File: config.mk
export PLATFORM = sky130hd
export DESIGN_NAME = prog_timer
export DESIGN_NICKNAME = d
export VERILOG_FILES = /design/src/rtl/prog_timer.sv
export SDC_FILE = /design/constraint.sdc
export NUM_CORES = 1
export LEC_CHECK = 0
export ABC_AREA = 1
export CORE_MARGIN = 2
export CORE_UTILIZATION = 58
export CTS_CLUSTER_SIZE = 12
export DETAILED_ROUTE_END_ITERATION = 7
export PLACE_DENSITY_LB_ADDON = 0.05
export SYNTH_ARGS = -nofsm -noshare
export SYNTH_HDL_FRONTEND = slang
export SYNTH_SLANG_ARGS = --single-unit
File: constraint.sdc
create_clock -name clk -period 2.3 [get_ports clk]
set_input_delay 0.69 -clock clk [delete_from_list [all_inputs] [get_ports clk]]
set_output_delay 0.69 -clock clk [all_outputs]
set_load 0.02 [all_outputs]
File: src/rtl/prog_timer.sv
// Programmable interval timer: prescaled tick counter with periodic, one-shot and
// watchdog modes. Emits a one-cycle registered time_out pulse on each expiry.
module prog_timer #(
    parameter int unsigned WIDTH = 14,
    parameter int unsigned PRE_W = 8
) (
    input  logic             clk,
    input  logic             rst_n,
    input  logic             enable,
    input  logic             start,
    input  logic             stop,
    input  logic [1:0]       mode,
    input  logic [WIDTH-1:0] period,
    input  logic [PRE_W-1:0] prescale,
    output logic             time_out,
    output logic             busy,
    output logic             expired,
    output logic [WIDTH-1:0] count_out
);

    typedef enum logic [0:0] {StIdle, StRun} state_e;

    localparam logic [1:0] ModePeriodic = 2'b00;
    localparam logic [1:0] ModeOneShot  = 2'b01;
    localparam logic [1:0] ModeWatchdog = 2'b10;
    localparam logic [1:0] ModeOff      = 2'b11;

    state_e             state_q, state_d;
    logic [WIDTH-1:0]   count_q, count_d;
    logic [PRE_W-1:0]   pre_cnt_q, pre_cnt_d;
    logic [WIDTH-1:0]   period_q, period_d;
    logic [PRE_W-1:0]   pre_q, pre_d;
    logic [1:0]         mode_q, mode_d;
    logic               time_out_q, time_out_d;
    logic               expired_q, expired_d;
    logic               start_acc;
    logic               tick;

    // A running one-shot cannot be retriggered; mode 11 never arms.
    assign start_acc = start && (mode != ModeOff) &&
                       ((state_q == StIdle) || (mode_q != ModeOneShot));
    assign tick      = (state_q == StRun) && enable && (pre_cnt_q == pre_q);

    always_comb begin
        state_d    = state_q;
        count_d    = count_q;
        pre_cnt_d  = pre_cnt_q;
        period_d   = period_q;
        pre_d      = pre_q;
        mode_d     = mode_q;
        time_out_d = 1'b0;
        expired_d  = expired_q;

        if (stop) begin
            state_d   = StIdle;
            count_d   = '0;
            pre_cnt_d = '0;
            expired_d = 1'b0;
        end else if (start_acc) begin
            state_d   = StRun;
            period_d  = period;
            pre_d     = prescale;
            mode_d    = mode;
            count_d   = '0;
            pre_cnt_d = '0;
            expired_d = 1'b0;
        end else if (state_q == StRun && enable) begin
            if (!tick) begin
                pre_cnt_d = pre_cnt_q + PRE_W'(1);
            end else begin
                pre_cnt_d = '0;
                if (count_q != period_q) begin
                    count_d = count_q + WIDTH'(1);
                end else begin
                    time_out_d = 1'b1;
                    count_d    = '0;
                    case (mode_q)
                        ModePeriodic: begin
                            // Retune only at the period boundary.
                            period_d = period;
                            pre_d    = prescale;
                        end
                        ModeWatchdog: begin
                            state_d   = StIdle;
                            expired_d = 1'b1;
                        end
                        default: state_d = StIdle;
                    endcase
                end
            end
        end
    end

    always_ff @(posedge clk or negedge rst_n) begin
        if (!rst_n) begin
            state_q    <= StIdle;
            count_q    <= '0;
            pre_cnt_q  <= '0;
            period_q   <= '0;
            pre_q      <= '0;
            mode_q     <= ModePeriodic;
            time_out_q <= 1'b0;
            expired_q  <= 1'b0;
        end else begin
            state_q    <= state_d;
            count_q    <= count_d;
            pre_cnt_q  <= pre_cnt_d;
            period_q   <= period_d;
            pre_q      <= pre_d;
            mode_q     <= mode_d;
            time_out_q <= time_out_d;
            expired_q  <= expired_d;
        end
    end

    assign time_out  = time_out_q;
    assign busy      = (state_q == StRun);
    assign expired   = expired_q;
    assign count_out = count_q;

endmodule
; ---- After elaboration in Yosys (flattened, before gate mapping)
; Cells that the tools add are included.
[totals]
regBits = 49
input_bits = 29
out_inout_bits = 17
word_cells = 73
[op_classes]
n_addsub = 2
n_eq_ne = 8
muxes = 36
bitwise = 2
reduce_logical = 17
[op_table]
columns = operator, n
row1 = $mux 14, 10
row2 = $mux 8, 9
row3 = $mux 1, 17
row4 = $add 14x1->14 const B, 1
row5 = $ne 14x14->1, 1
row6 = $reduce_bool 3->1, 3
row7 = $add 8x1->8 const B, 1
row8 = $eq 8x8->1, 1
row9 = $reduce_and 4->1, 2
row10 = $ne 3x3->1 const B, 2
row11 = $reduce_bool 2->1, 3
row12 = $reduce_and 5->1, 1
row13 = $logic_and 1x1->1, 4
row14 = $ne 2x2->1 const B, 2
row15 = $reduce_and 2->1, 2
row16 = $eq 2x2->1 const B, 1
row17 = $logic_not 2->1, 1
row18 = $ne 2x1->1 const B, 1
row19 = $not 1->1, 2
row20 = $logic_or 1x1->1, 1

; ---- Depth between registers and ports, before layout
; Gate-level depths: netlist of run 1.
[logic_depth]
word_depth = 7
depth_mapped = 13
mapped_depth_nobuf = 12

; ---- Least setup slack after synthesis of run 1
; OpenSTA, ideal clock, no wires.
[synth_path]
path_kind = input-to-reg
startpoint = input port start
endpoint = register count_q[8] (netlist: count_out[8])
setup_time_ns = 0.120
t_arrival_ns = 1.687
required_time_ns = 2.180
slack_ns = 0.493
stages = 9
n_path_buf = 1
cell_sequence = a21boi_1 nand2_2 nand2_1 inv_1 nand2_2 buf_2 nand3_1 nand2_1 nor2_1
[synth_via]
elab_chain_cells = 4
[synth_lines]
columns = element, line_no
row1 = "start, declared", 10  ; input logic start,
row2 = $logic_and 1x1->1 (*) (2 in a row), 40  ; assign start_acc = start && (mode != ModeOff) &&
row3 = $reduce_bool 3->1 (no source line) / $mux 14 (equally long branches), n/a
row4 = $reduce_and 2->1 (no source line) / $mux 14 (equally long branches), n/a
row5 = "end signal, assigned", 106  ; count_q <= count_d;
row6 = "end, declared", 29  ; logic [WIDTH-1:0] count_q, count_d;
; Every way passes the cells marked *; elsewhere a longest branch is shown, timed or not.
; A chain may end at the register's enable or synchronous reset.

; ---- Worst setup path in the final report of run 1
[layout_path]
startpoint = register count_q[4] (netlist: count_out[4])
endpoint = output port count_out[4]
[layout_rtl]
columns = element, line_no
row1 = "end, declared", 18  ; output logic [WIDTH-1:0] count_out
; No word-level cell between the ends.

==> key figures, run 1 <==
Clock network
  • CTS tree: built
  • CTS clk-pin slew, worst paths: 0.09 ns
  • Hold Buf Count CTS: 0
  • CTS H-tree depth: 2
  • Clock root buffer: clkbuf_8
  • CTS sink count: 49
  • Post-CTS setup buffer count: 0
  • Post-CTS sizing: 0
  • Longest Clk Path Bufs: 2
  • CTS Buf Count: 5
  • Clk_lat worst skew: 0.30 ns

Cells and area
  • P&R area growth vs syn: 24.2%
  • # diodes: 0
  • Share of layout cells above drive strength 1: 0.0758
  • Nets: just over 500
  • Fillers: ~380
  • Most common cell after layout, fill and taps aside: nand2_1
  • Commonest non-fill, non-tap cells in the layout: 157 x nand2_1, 49 x dfrtp_1, 48 x nor2_1

Worst setup path
  • Crit Reg-Reg Startpoint: count_out[12]
  • R2r endpoint: period_q[13]
  • Bufs and invs on worst path: 1
  • Worst Path Arrival: 1.48 ns
  • Worst path max stage delay: 0.66 ns
  • Worst setup EP type: primary output
  • Crit path launch type: register
  • Req. time, crit path: about 1.6 ns
  • Slowest CP cell: clkdlybuf4s50_1
  • Crit path kind: reg -> out
  • Worst-path fanout max: 7
  • Worst Reg-to-Reg Cells: 10
  • R2r setup slk: 0.51 ns
  • Critical path's top delay family: buffers and inverters
  • Crit path cell chain: clkdlybuf4s50_1

Synthesis
  • Syn Inst Count: 429
  • Avg Inst Size Synth: 6.81 um^2
  • Net count after synthesis: 460
  • Flops & latches, synth: 49
  • Synth unique cells: 30
  • EDFF count, synth: 0
  • Synth warn: 0
  • Synth async-reset ratio: 1.00
  • Top_reg_cell synth: dfrtp_1
  • Register area share after synthesis: 0.420
  • Cell area after synthesis: 0.00292 mm^2

Global route
  • Initial antenna violation count: 0
  • Gr usage total: 0.276
  • Grt total ovfl: 0
  • Largest net degree at the start of global routing: 26
  • Global-route wire length before repair: 12,000 um
  • Vias in the first global route: roughly 2,600

Die
  • Total Die Area: 0.00562 mm^2
  • Die Y-Extent: 75.0 um
  • Rows: 25
  • Die width: 75.0 um
  • Ports: 46
  • Initial core utilization: 0.610
  • Core area: 0.00479 mm^2

Pwr
  • Sequential share of power: 0.523
  • Max VDD drop: ~0.39 mV
  • Clock power share: 0.253
  • Switch Pwr: between 0.0006 and 0.0007 W
  • Internal: 0.00136 W
  • Switch share: 0.313
  • Power per cell area: 545 mW/mm^2
  • Leak pwr: between 1.5 and 2 nW
  • Logic pwr share: 0.224

Route
  • First drt pass iteration count: 4
  • Total wire length: 6850 um
  • Post-DR wirelength/cell: 12.3 um
  • Post-route ant nets: 0
  • DRC Markers: 0
  • Detailed-route via count: 2,907
  • Initial drt markers: 192
  • Via-to-Cell Ratio: 5.24

Timing
  • Post-route minimum period: 2.17 ns
  • Final-report max-slew violation count: 0
  • Unrepaired setup endpoints after global routing: no
  • Fmax: 0.461 GHz
  • Slew @ Worst Pin: roughly 0.57 ns
  • Period utilisation layout: 0.943
  • Hold Violations, Final: 0
  • Setup TNS Final: 0 ns
  • Endpoints failing setup: 0
  • Final Skew: ~0.0034 ns
  • Worst Hold Slack: 0.368 ns
  • Rel. slew slack: 0.623

Place
  • Post-DP HPWL: around 5300 um
  • Routability Congestion: 0.892
  • Port bufs: 45

Hold path
  • Hold Path Class: in -> async

Status
  • Status: completed

Run
  • Max-Cap Viols: 0
[cells by family (layout without fill, tap and decap cells)]
family	count (synthesis)	count (layout)	share of synthesized area
xor+xnor	9	9	0.0270
buf+inv	66	125	0.0934
mux	1	1	0.00385
fa+ha+maj	2	2	0.00856
simple gates	273	273	0.396
compound gates	29	29	0.0514
flops	49	49	0.420
[routing by layer]
layer  vias to the layer above  GRT usage  routed length (um)
met5                         -          0                   0
met4                         0     0.0754                  71
met3                         9     0.0442                 404
met2                        95      0.440                3190
met1                      1344      0.394                3190
li1                       1459          -                   -
[worst max path at each step]
| stage | cells after the start | startpoint | to |
|---|---|---|---|
| final | 1 | count_out[4] | count_out[4] |
| after global routing | 9 | start | pre_cnt_q[6] |
| after CTS | 1 | count_out[6] | count_out[6] |
| after detailed placement | 12 | enable | expired |
| after global placement | 12 | enable | expired |
| after floorplan | 9 | start | count_out[8] |
[synthesized netlist by cell type (2+ instances only)]
master	n	area, um^2
nand2_1	157	589
dfrtp_1	49	1230
nor2_1	48	180
inv_1	46	173
nand3_1	45	225
a21oi_1	13	65.1
o21ai_0	13	65.1
nand4_1	10	62.6
inv_2	7	26.3
xor2_1	7	61.3
buf_2	4	20.0
nor3_1	4	20.0
clkinv_1	3	11.3
buf_6	2	22.5
clkbuf_1	2	7.51
ha_1	2	25.0
nand2_2	2	12.5
nand3b_1	2	15.0
xnor2_1	2	17.5
[worst register-to-register path, stage by stage (launching register included)]
cell and delay [ns]:
dfrtp_1 0.45, inv_1 0.12, nand2_1 0.07, nand2_1 0.05, nor2_1 0.15, nand3_1 0.15
nor2_4 0.21, nand3_4 0.15, nand2_4 0.22, nand2_1 0.10, nand2_1 0.07
[through the flow]
stage | instance area, um^2 | total power [W] | utilization | std cells | setup slack, ns
finish | 3630 | 0.00198 | 0.758 | 555 | 0.130
global route | 3630 | 0.00210 | 0.758 | 555 | 0.000806
CTS | 3630 | 0.00198 | 0.758 | 555 | 0.130
detailed placement | 3550 | 0.00149 | 0.741 | 547 | -0.0689
global placement | 3550 | 0.00147 | 0.741 | 547 | 0.0136
floorplan | 2920 | 0.00131 | - | 429 | 0.493
[power groups by stage]
| stage | clock (W) | sequential, W | combinational [W] |
|---|---|---|---|
| 6_report | 0.000500 | 0.00103 | 0.000443 |
| 5_1_grt | 0.000545 | 0.00104 | 0.000513 |
| 4_1_cts | 0.000504 | 0.00103 | 0.000445 |
| 3_5_place_dp | 0 | 0.00105 | 0.000441 |
| 3_3_place_gp | 0 | 0.00104 | 0.000428 |
| 2_1_floorplan | 0 | 0.00103 | 0.000284 |
[sequential cells by signal (all words and copies together) (netlist names)]
name,flops
pre_cnt_q,8
mode_q,2
pre_q,8
busy,1
time_out,1
period_q,14
expired,1
count_out,14
[area by class of cell]
cell class / instances / area (um^2) / share of cell area
multi-input cells: 314 / 1420 / 0.392
repair buffers: 61 / 603 / 0.166
flip-flops and latches: 49 / 1230 / 0.338
inverters: 56 / 210 / 0.0579
clock buffers: 7 / 76.3 / 0.0210
clock inverters: 1 / 7.51 / 0.00207
well taps: 67 / 83.8 / 0.0231
Power figures use the tool's default switching activity.
==> run 2: changes to the inputs <==
--- a/config.mk
+++ b/config.mk
@@ -6,6 +6,7 @@
 export NUM_CORES = 1
 export LEC_CHECK = 0
 export ABC_AREA = 1
+export CORE_ASPECT_RATIO = 1.1
 export CORE_MARGIN = 2
 export CORE_UTILIZATION = 58
 export CTS_CLUSTER_SIZE = 12
==> run 2 against run 1 <==
Critical path type unchanged. Fmax barely moved. Non-clock buffer count rose by 1. First-iteration DRC count fell by 21%.
==> key figures, run 2 (same netlist as run 1, synthesis figures left out) <==
Die
  • Rows: 27
  • Ports: 46
  • Initial core utilization: 0.592
  • Core area: 0.00493 mm^2
  • Total Die Area: 0.00562 mm^2
  • Die width: 71.7 um
  • Die Y-Extent: approximately 78 um

Timing
  • Final-report max-slew violation count: 0
  • Hold Violations, Final: 0
  • Period utilisation layout: 0.943
  • Final Skew: 0.00562 ns
  • Worst Hold Slack: roughly 0.36 ns
  • Slew @ Worst Pin: 0.549 ns
  • Post-route minimum period: around 2.2 ns
  • Endpoints failing setup: 0
  • Unrepaired setup endpoints after global routing: no
  • Rel. slew slack: 0.634
  • Fmax: 0.461 GHz

Clock network
  • Post-CTS setup buffer count: 0
  • CTS Buf Count: 5
  • CTS tree: built
  • Clk_lat worst skew: ~0.30 ns
  • CTS sink count: 49
  • Longest Clk Path Bufs: 2
  • Clock root buffer: clkbuf_8
  • Hold Buf Count CTS: 0
  • CTS H-tree depth: 2
  • Post-CTS sizing: 0
  • CTS clk-pin slew, worst paths: 0.09 ns

Route
  • Initial drt markers: 151
  • Detailed-route via count: 2,831
  • Post-route ant nets: 0
  • First drt pass iteration count: 4
  • Total wire length: slightly below 7000 um
  • DRC Markers: 0
  • Post-DR wirelength/cell: roughly 13 um
  • Via-to-Cell Ratio: just over 5

Worst setup path
  • Slowest CP cell: clkdlybuf4s50_1
  • Crit path cell chain: clkdlybuf4s50_1
  • Worst setup EP type: primary output
  • Worst Reg-to-Reg Cells: 11
  • Worst path max stage delay: 0.67 ns
  • Crit path kind: reg -> out
  • Stages on worst setup path: 1
  • Critical path's top delay family: buffers and inverters
  • Crit path launch type: register
  • Worst Path Arrival: 1.48 ns
  • Bufs and invs on worst path: 1
  • Worst-path fanout max: 7
  • Req. time, crit path: between 1.5 and 2 ns

Global route
  • Initial antenna violation count: 0
  • Vias in the first global route: 2,794
  • Gr usage total: 0.269
  • Grt total ovfl: 0
  • Global-route wire length before repair: around 12,000 um
  • Largest net degree at the start of global routing: 28

Pwr
  • Leak pwr: 1.82 nW
  • Power per cell area: 550 mW/mm^2
  • Max VDD drop: roughly 0.35 mV

Cells and area
  • Commonest non-fill, non-tap cells in the layout: 157 x nand2_1, 49 x dfrtp_1, 48 x nor2_1
  • # diodes: 0
  • Final core occ: 0.736
  • Share of layout cells above drive strength 1: 0.0799
  • Most common cell after layout, fill and taps aside: nand2_1
  • Nets: 519
  • P&R area growth vs syn: 24.3%

Status
  • Status: completed

Hold path
  • Hold Path Class: in -> async

Place
  • Routability Congestion: 0.945
  • Port bufs: 45
  • Post-DP HPWL: 5310 um

Run
  • Max-Cap Viols: 0
## run 2: layout make-up
type                       count  area [um^2]
multi-input combinational    314         1420
fill                         430         1300
sequential                    49         1230
timing repair buffer          62          611
inverter                      56          210
clock buffer                   6         82.6
tap                           58         72.6
clock inverter                 1         7.51
## run 2: final timing paths
check / startpoint / endpoint / slack, ns
worst min-delay path: rst_n / count_out[6] / 0.36
worst min register to register: expired / expired / 0.51
max in group asynchronous: rst_n / pre_q[6] / 1.40
worst max register to register: count_out[0] / period_q[13] / 0.55
worst max-delay path: count_out[3] / count_out[3] / 0.13
min in group clk: expired / expired / 0.51
## run 2: metal layers
| layer | track usage | share of wire |
|---|---|---|
| met1 | 0.305 | 0.40 |
| met2 | 0.496 | 0.53 |
| met3 | 0.0411 | 0.036 |
| met4 | 0.109 | 0.029 |
| met5 | 0 | 0 |
## run 2: metrics by stage
step | total power [W] | instance area, um^2 | setup TNS, ns | worst slack, ns | cells
finish | 0.00200 | 3630 | 0 | 0.131 | 546
global route | 0.00212 | 3630 | 0 | 0.0846 | 546
CTS | 0.00202 | 3630 | 0 | 0.118 | 546
detailed placement | 0.00150 | 3540 | -0.0297 | -0.0297 | 539
global placement | 0.00148 | 3540 | 0 | 0.0267 | 539
floorplan | 0.00131 | 2920 | 0 | 0.493 | 429
## run 2: where the power goes
part           leakage [nW]  internal [W]  switching (W)  total (W)
Combinational          1.13      0.000202       0.000239   0.000441
Sequential            0.643      0.000943      0.0000949    0.00104
Clock                0.0433      0.000238       0.000282   0.000520
Total                  1.82       0.00138       0.000616    0.00200
==> run 3: changes to the inputs <==
--- a/config.mk
+++ b/config.mk
@@ -5,10 +5,9 @@
 export SDC_FILE = /design/constraint.sdc
 export NUM_CORES = 1
 export LEC_CHECK = 0
-export ABC_AREA = 1
 export CORE_ASPECT_RATIO = 1.1
 export CORE_MARGIN = 2
-export CORE_UTILIZATION = 58
+export CORE_UTILIZATION = 57
 export CTS_CLUSTER_SIZE = 12
 export DETAILED_ROUTE_END_ITERATION = 7
 export PLACE_DENSITY_LB_ADDON = 0.05
==> constraint.sdc (replaced) <==
create_clock -name clk -period 2.3 [get_ports clk]
set_input_delay 0.69 -clock clk [delete_from_list [all_inputs] [get_ports clk]]
set_output_delay 0.69 -clock clk [all_outputs]
set_load 0.01 [all_outputs]
==> run 3 against run 2 <==
The run now ends with negative setup slack left. Combinational power is 7.0% higher. Critical path depth is 7 higher. Sequential power hardly changed. Critical endpoint is now count_out[3].
==> key figures, run 3 <==
Die
  • Rows: 25
  • Core area: between 0.004 and 0.005 mm^2
  • Ports: 46
  • Initial core utilization: 0.599
  • Total Die Area: 0.00513 mm^2
  • Die width: between 60 and 70 um
  • Die Y-Extent: 74.9 um

Synthesis
  • Cell area after synthesis: between 0.002 and 0.003 mm^2
  • Largest area contributor in the netlist: dfrtp_1
  • Yosys top cell area share: 0.471
  • Synth warn: 0
  • Synth Area in XOR/XNOR: 0.0942
  • Synth async-reset ratio: 1.00
  • EDFF count, synth: 0
  • Avg Inst Size Synth: between 10 and 15 um^2
  • Largest family of logic cells by synthesized area: simple AND/OR/NAND/NOR gates
  • Most numerous cell in the Yosys netlist: dfrtp_1
  • Post-synthesis simple-gate area fraction: 0.152
  • Synth unique cells: 37
  • Top cells by area, synth: dfrtp_1 47%, mux2_4 12%, xor2_1 5.7%
  • Post-synthesis mux area share: 0.133
  • Top_reg_cell synth: dfrtp_1
  • Net count after synthesis: approximately 260
  • Commonest cells post-synth: 49 x dfrtp_1, 20 x mux2_4, 17 x xor2_1, 16 x nor2_1, 13 x nand2_1
  • Syn Inst Count: 227
  • Compound-cell area share of the yosys netlist: 0.116
  • Flops & latches, synth: 49
  • Adder-cell share of the synthesized area: 0.00961
  • Register area share after synthesis: 0.471

Cells and area
  • Share of layout cells above drive strength 1: 0.287
  • P&R area growth vs syn: 38.8%
  • Fillers: about 250
  • # diodes: 0
  • Commonest non-fill, non-tap cells in the layout: 49 x dfrtp_1, 44 x clkdlybuf4s50_1, 39 x buf_4
  • Most common cell after layout, fill and taps aside: dfrtp_1
  • Fin area: 0.00361 mm^2
  • Nets: 347

Timing
  • Worst Hold Slack: 0.349 ns
  • Rel. slew slack: 0.637
  • Final-report max-slew violation count: 0
  • Post-route minimum period: 2.33 ns
  • Period utilisation layout: 1.01
  • Slew @ Worst Pin: 0.545 ns
  • Hold Violations, Final: 0
  • Final Skew: 0.00975 ns
  • Setup ws final: -0.0321 ns
  • Endpoints failing setup: 5
  • Fmax: 0.429 GHz

Route
  • Post-route ant nets: 0
  • First drt pass iteration count: 4
  • Detailed-route via count: 2,134
  • Via-to-Cell Ratio: 5.75
  • Initial drt markers: 150
  • Post-DR wirelength/cell: 18.0 um
  • Total wire length: roughly 6700 um
  • DRC Markers: 0

Global route
  • Global-route wire length before repair: 10,100 um
  • Gr usage total: 0.273
  • Largest net degree at the start of global routing: 28
  • Grt total ovfl: 0
  • Initial antenna violation count: 0
  • Vias in the first global route: 2,161

Pwr
  • Leak pwr: 1.63 nW
  • Max VDD drop: between 0.4 and 0.5 mV
  • Power per cell area: approximately 570 mW/mm^2

Clock network
  • CTS tree: built
  • CTS H-tree depth: 2
  • Longest Clk Path Bufs: 2
  • CTS sink count: between 40 and 50
  • CTS Buf Count: 5
  • CTS clk-pin slew, worst paths: 0.10 ns
  • Clk_lat worst skew: 0.31 ns
  • Clock root buffer: clkbuf_8

Worst setup path
  • Critical path's top delay family: buffers and inverters
  • Crit path launch type: input pin
  • Worst setup EP type: register
  • R2r setup slk: 0.11 ns
  • R2r endpoint: count_out[0]
  • Worst path max stage delay: 0.49 ns
  • Slowest CP cell: clkdlybuf4s50_1
  • Crit path cell chain: clkdlybuf4s50_1, and2_1, nand4_1, buf_4, o31ai_1, buf_4, o31ai_1, a22o_1
  • Crit Reg-Reg Startpoint: count_out[3]
  • CP Launch Point: enable
  • Worst Reg-to-Reg Cells: 7
  • Worst-path fanout max: 6
  • Stages on worst setup path: 8
  • Bufs and invs on worst path: 3
  • Worst Path Arrival: roughly 2.5 ns
  • Crit path kind: in -> reg
  • Req. time, crit path: 2.51 ns

Place
  • Post-DP HPWL: 4340 um
  • Placed cell area: between 0.003 and 0.004 mm^2
  • Routability Congestion: roughly 0.88
  • Port bufs: 45

Status
  • Failing checks: negative setup slack
  • Status: complete, but fails checks

Run
  • Max-Cap Viols: 0

Hold path
  • Hold Path Class: in -> async
==> run 3: area by class of cell <==
cell class	instances	area, um^2	area share
flip-flops and latches	49	1230	0.339
well taps	54	67.6	0.0187
multi-input cells	167	1400	0.386
clock inverters	3	26.3	0.00727
repair buffers	88	810	0.224
inverters	5	18.8	0.00519
clock buffers	5	68.8	0.0190
==> run 3: what timing repair did <==
action | CTS | global route
gates cloned | 1 | 0
pin swaps | 2 | 2
setup endpoints to repair | 22 | 24
buffers inserted | 4 | 2
hold buffers | 0 | 0
gates resized for setup | 5 | 11
==> run 3: kinds of logic after synthesis <==
| logic type | count (synthesis) |
|---|---|
| compound gates | 41 |
| xor+xnor | 28 |
| fa+ha+maj | 2 |
| buf+inv | 12 |
| flops | 49 |
| mux | 24 |
| simple gates | 71 |
==> run 3: power by group <==
part           leakage (nW)  internal (W)  switching (W)
Clock                0.0423      0.000221       0.000315
Combinational         0.958      0.000274       0.000198
Sequential            0.632      0.000955      0.0000796
Total                  1.63       0.00145       0.000592
==> run 3: per-layer routing <==
metal	vias to the layer above	GRT usage	part of all wire
met5	-	0	0
met2	71	0.497	0.53
li1	1012	-	-
met1	1041	0.313	0.40
met3	10	0.0583	0.051
met4	0	0.0911	0.016
==> run 3: worst register-to-register path, delay by kind of cell, from the launching register on <==
family,cells,cell delay (ns)
xor gates and xnor gates,1,0.18
DFF,1,0.40
muxes,1,0.26
and+or+nand+nor,3,0.88
buffers and inverters,2,0.37
==> run 3: worst max path at each step <==
| stage | to | slack [ns] |
|---|---|---|
| after floorplan | count_out[13] | 0.28 |
| after global placement | period_q[10] | -0.52 |
| after detailed placement | period_q[11] | -0.62 |
| after CTS | count_out[10] | 0.001 |
| after global routing | count_out[2] | -0.1 |
| final | count_out[3] | -0.03 |
==> run 3: metrics by stage <==
stage          setup TNS, ns  utilization  total power [W]  std cells  setup slack [ns]
2_1_floorplan              0            -          0.00131        227             0.283
3_3_place_gp          -12.29        0.776          0.00146        356            -0.523
3_5_place_dp          -15.13        0.776          0.00148        356            -0.619
4_1_cts                    0        0.818          0.00202        369           0.00142
5_1_grt               -0.494        0.831          0.00212        371           -0.0973
6_report              -0.124        0.831          0.00204        371           -0.0321
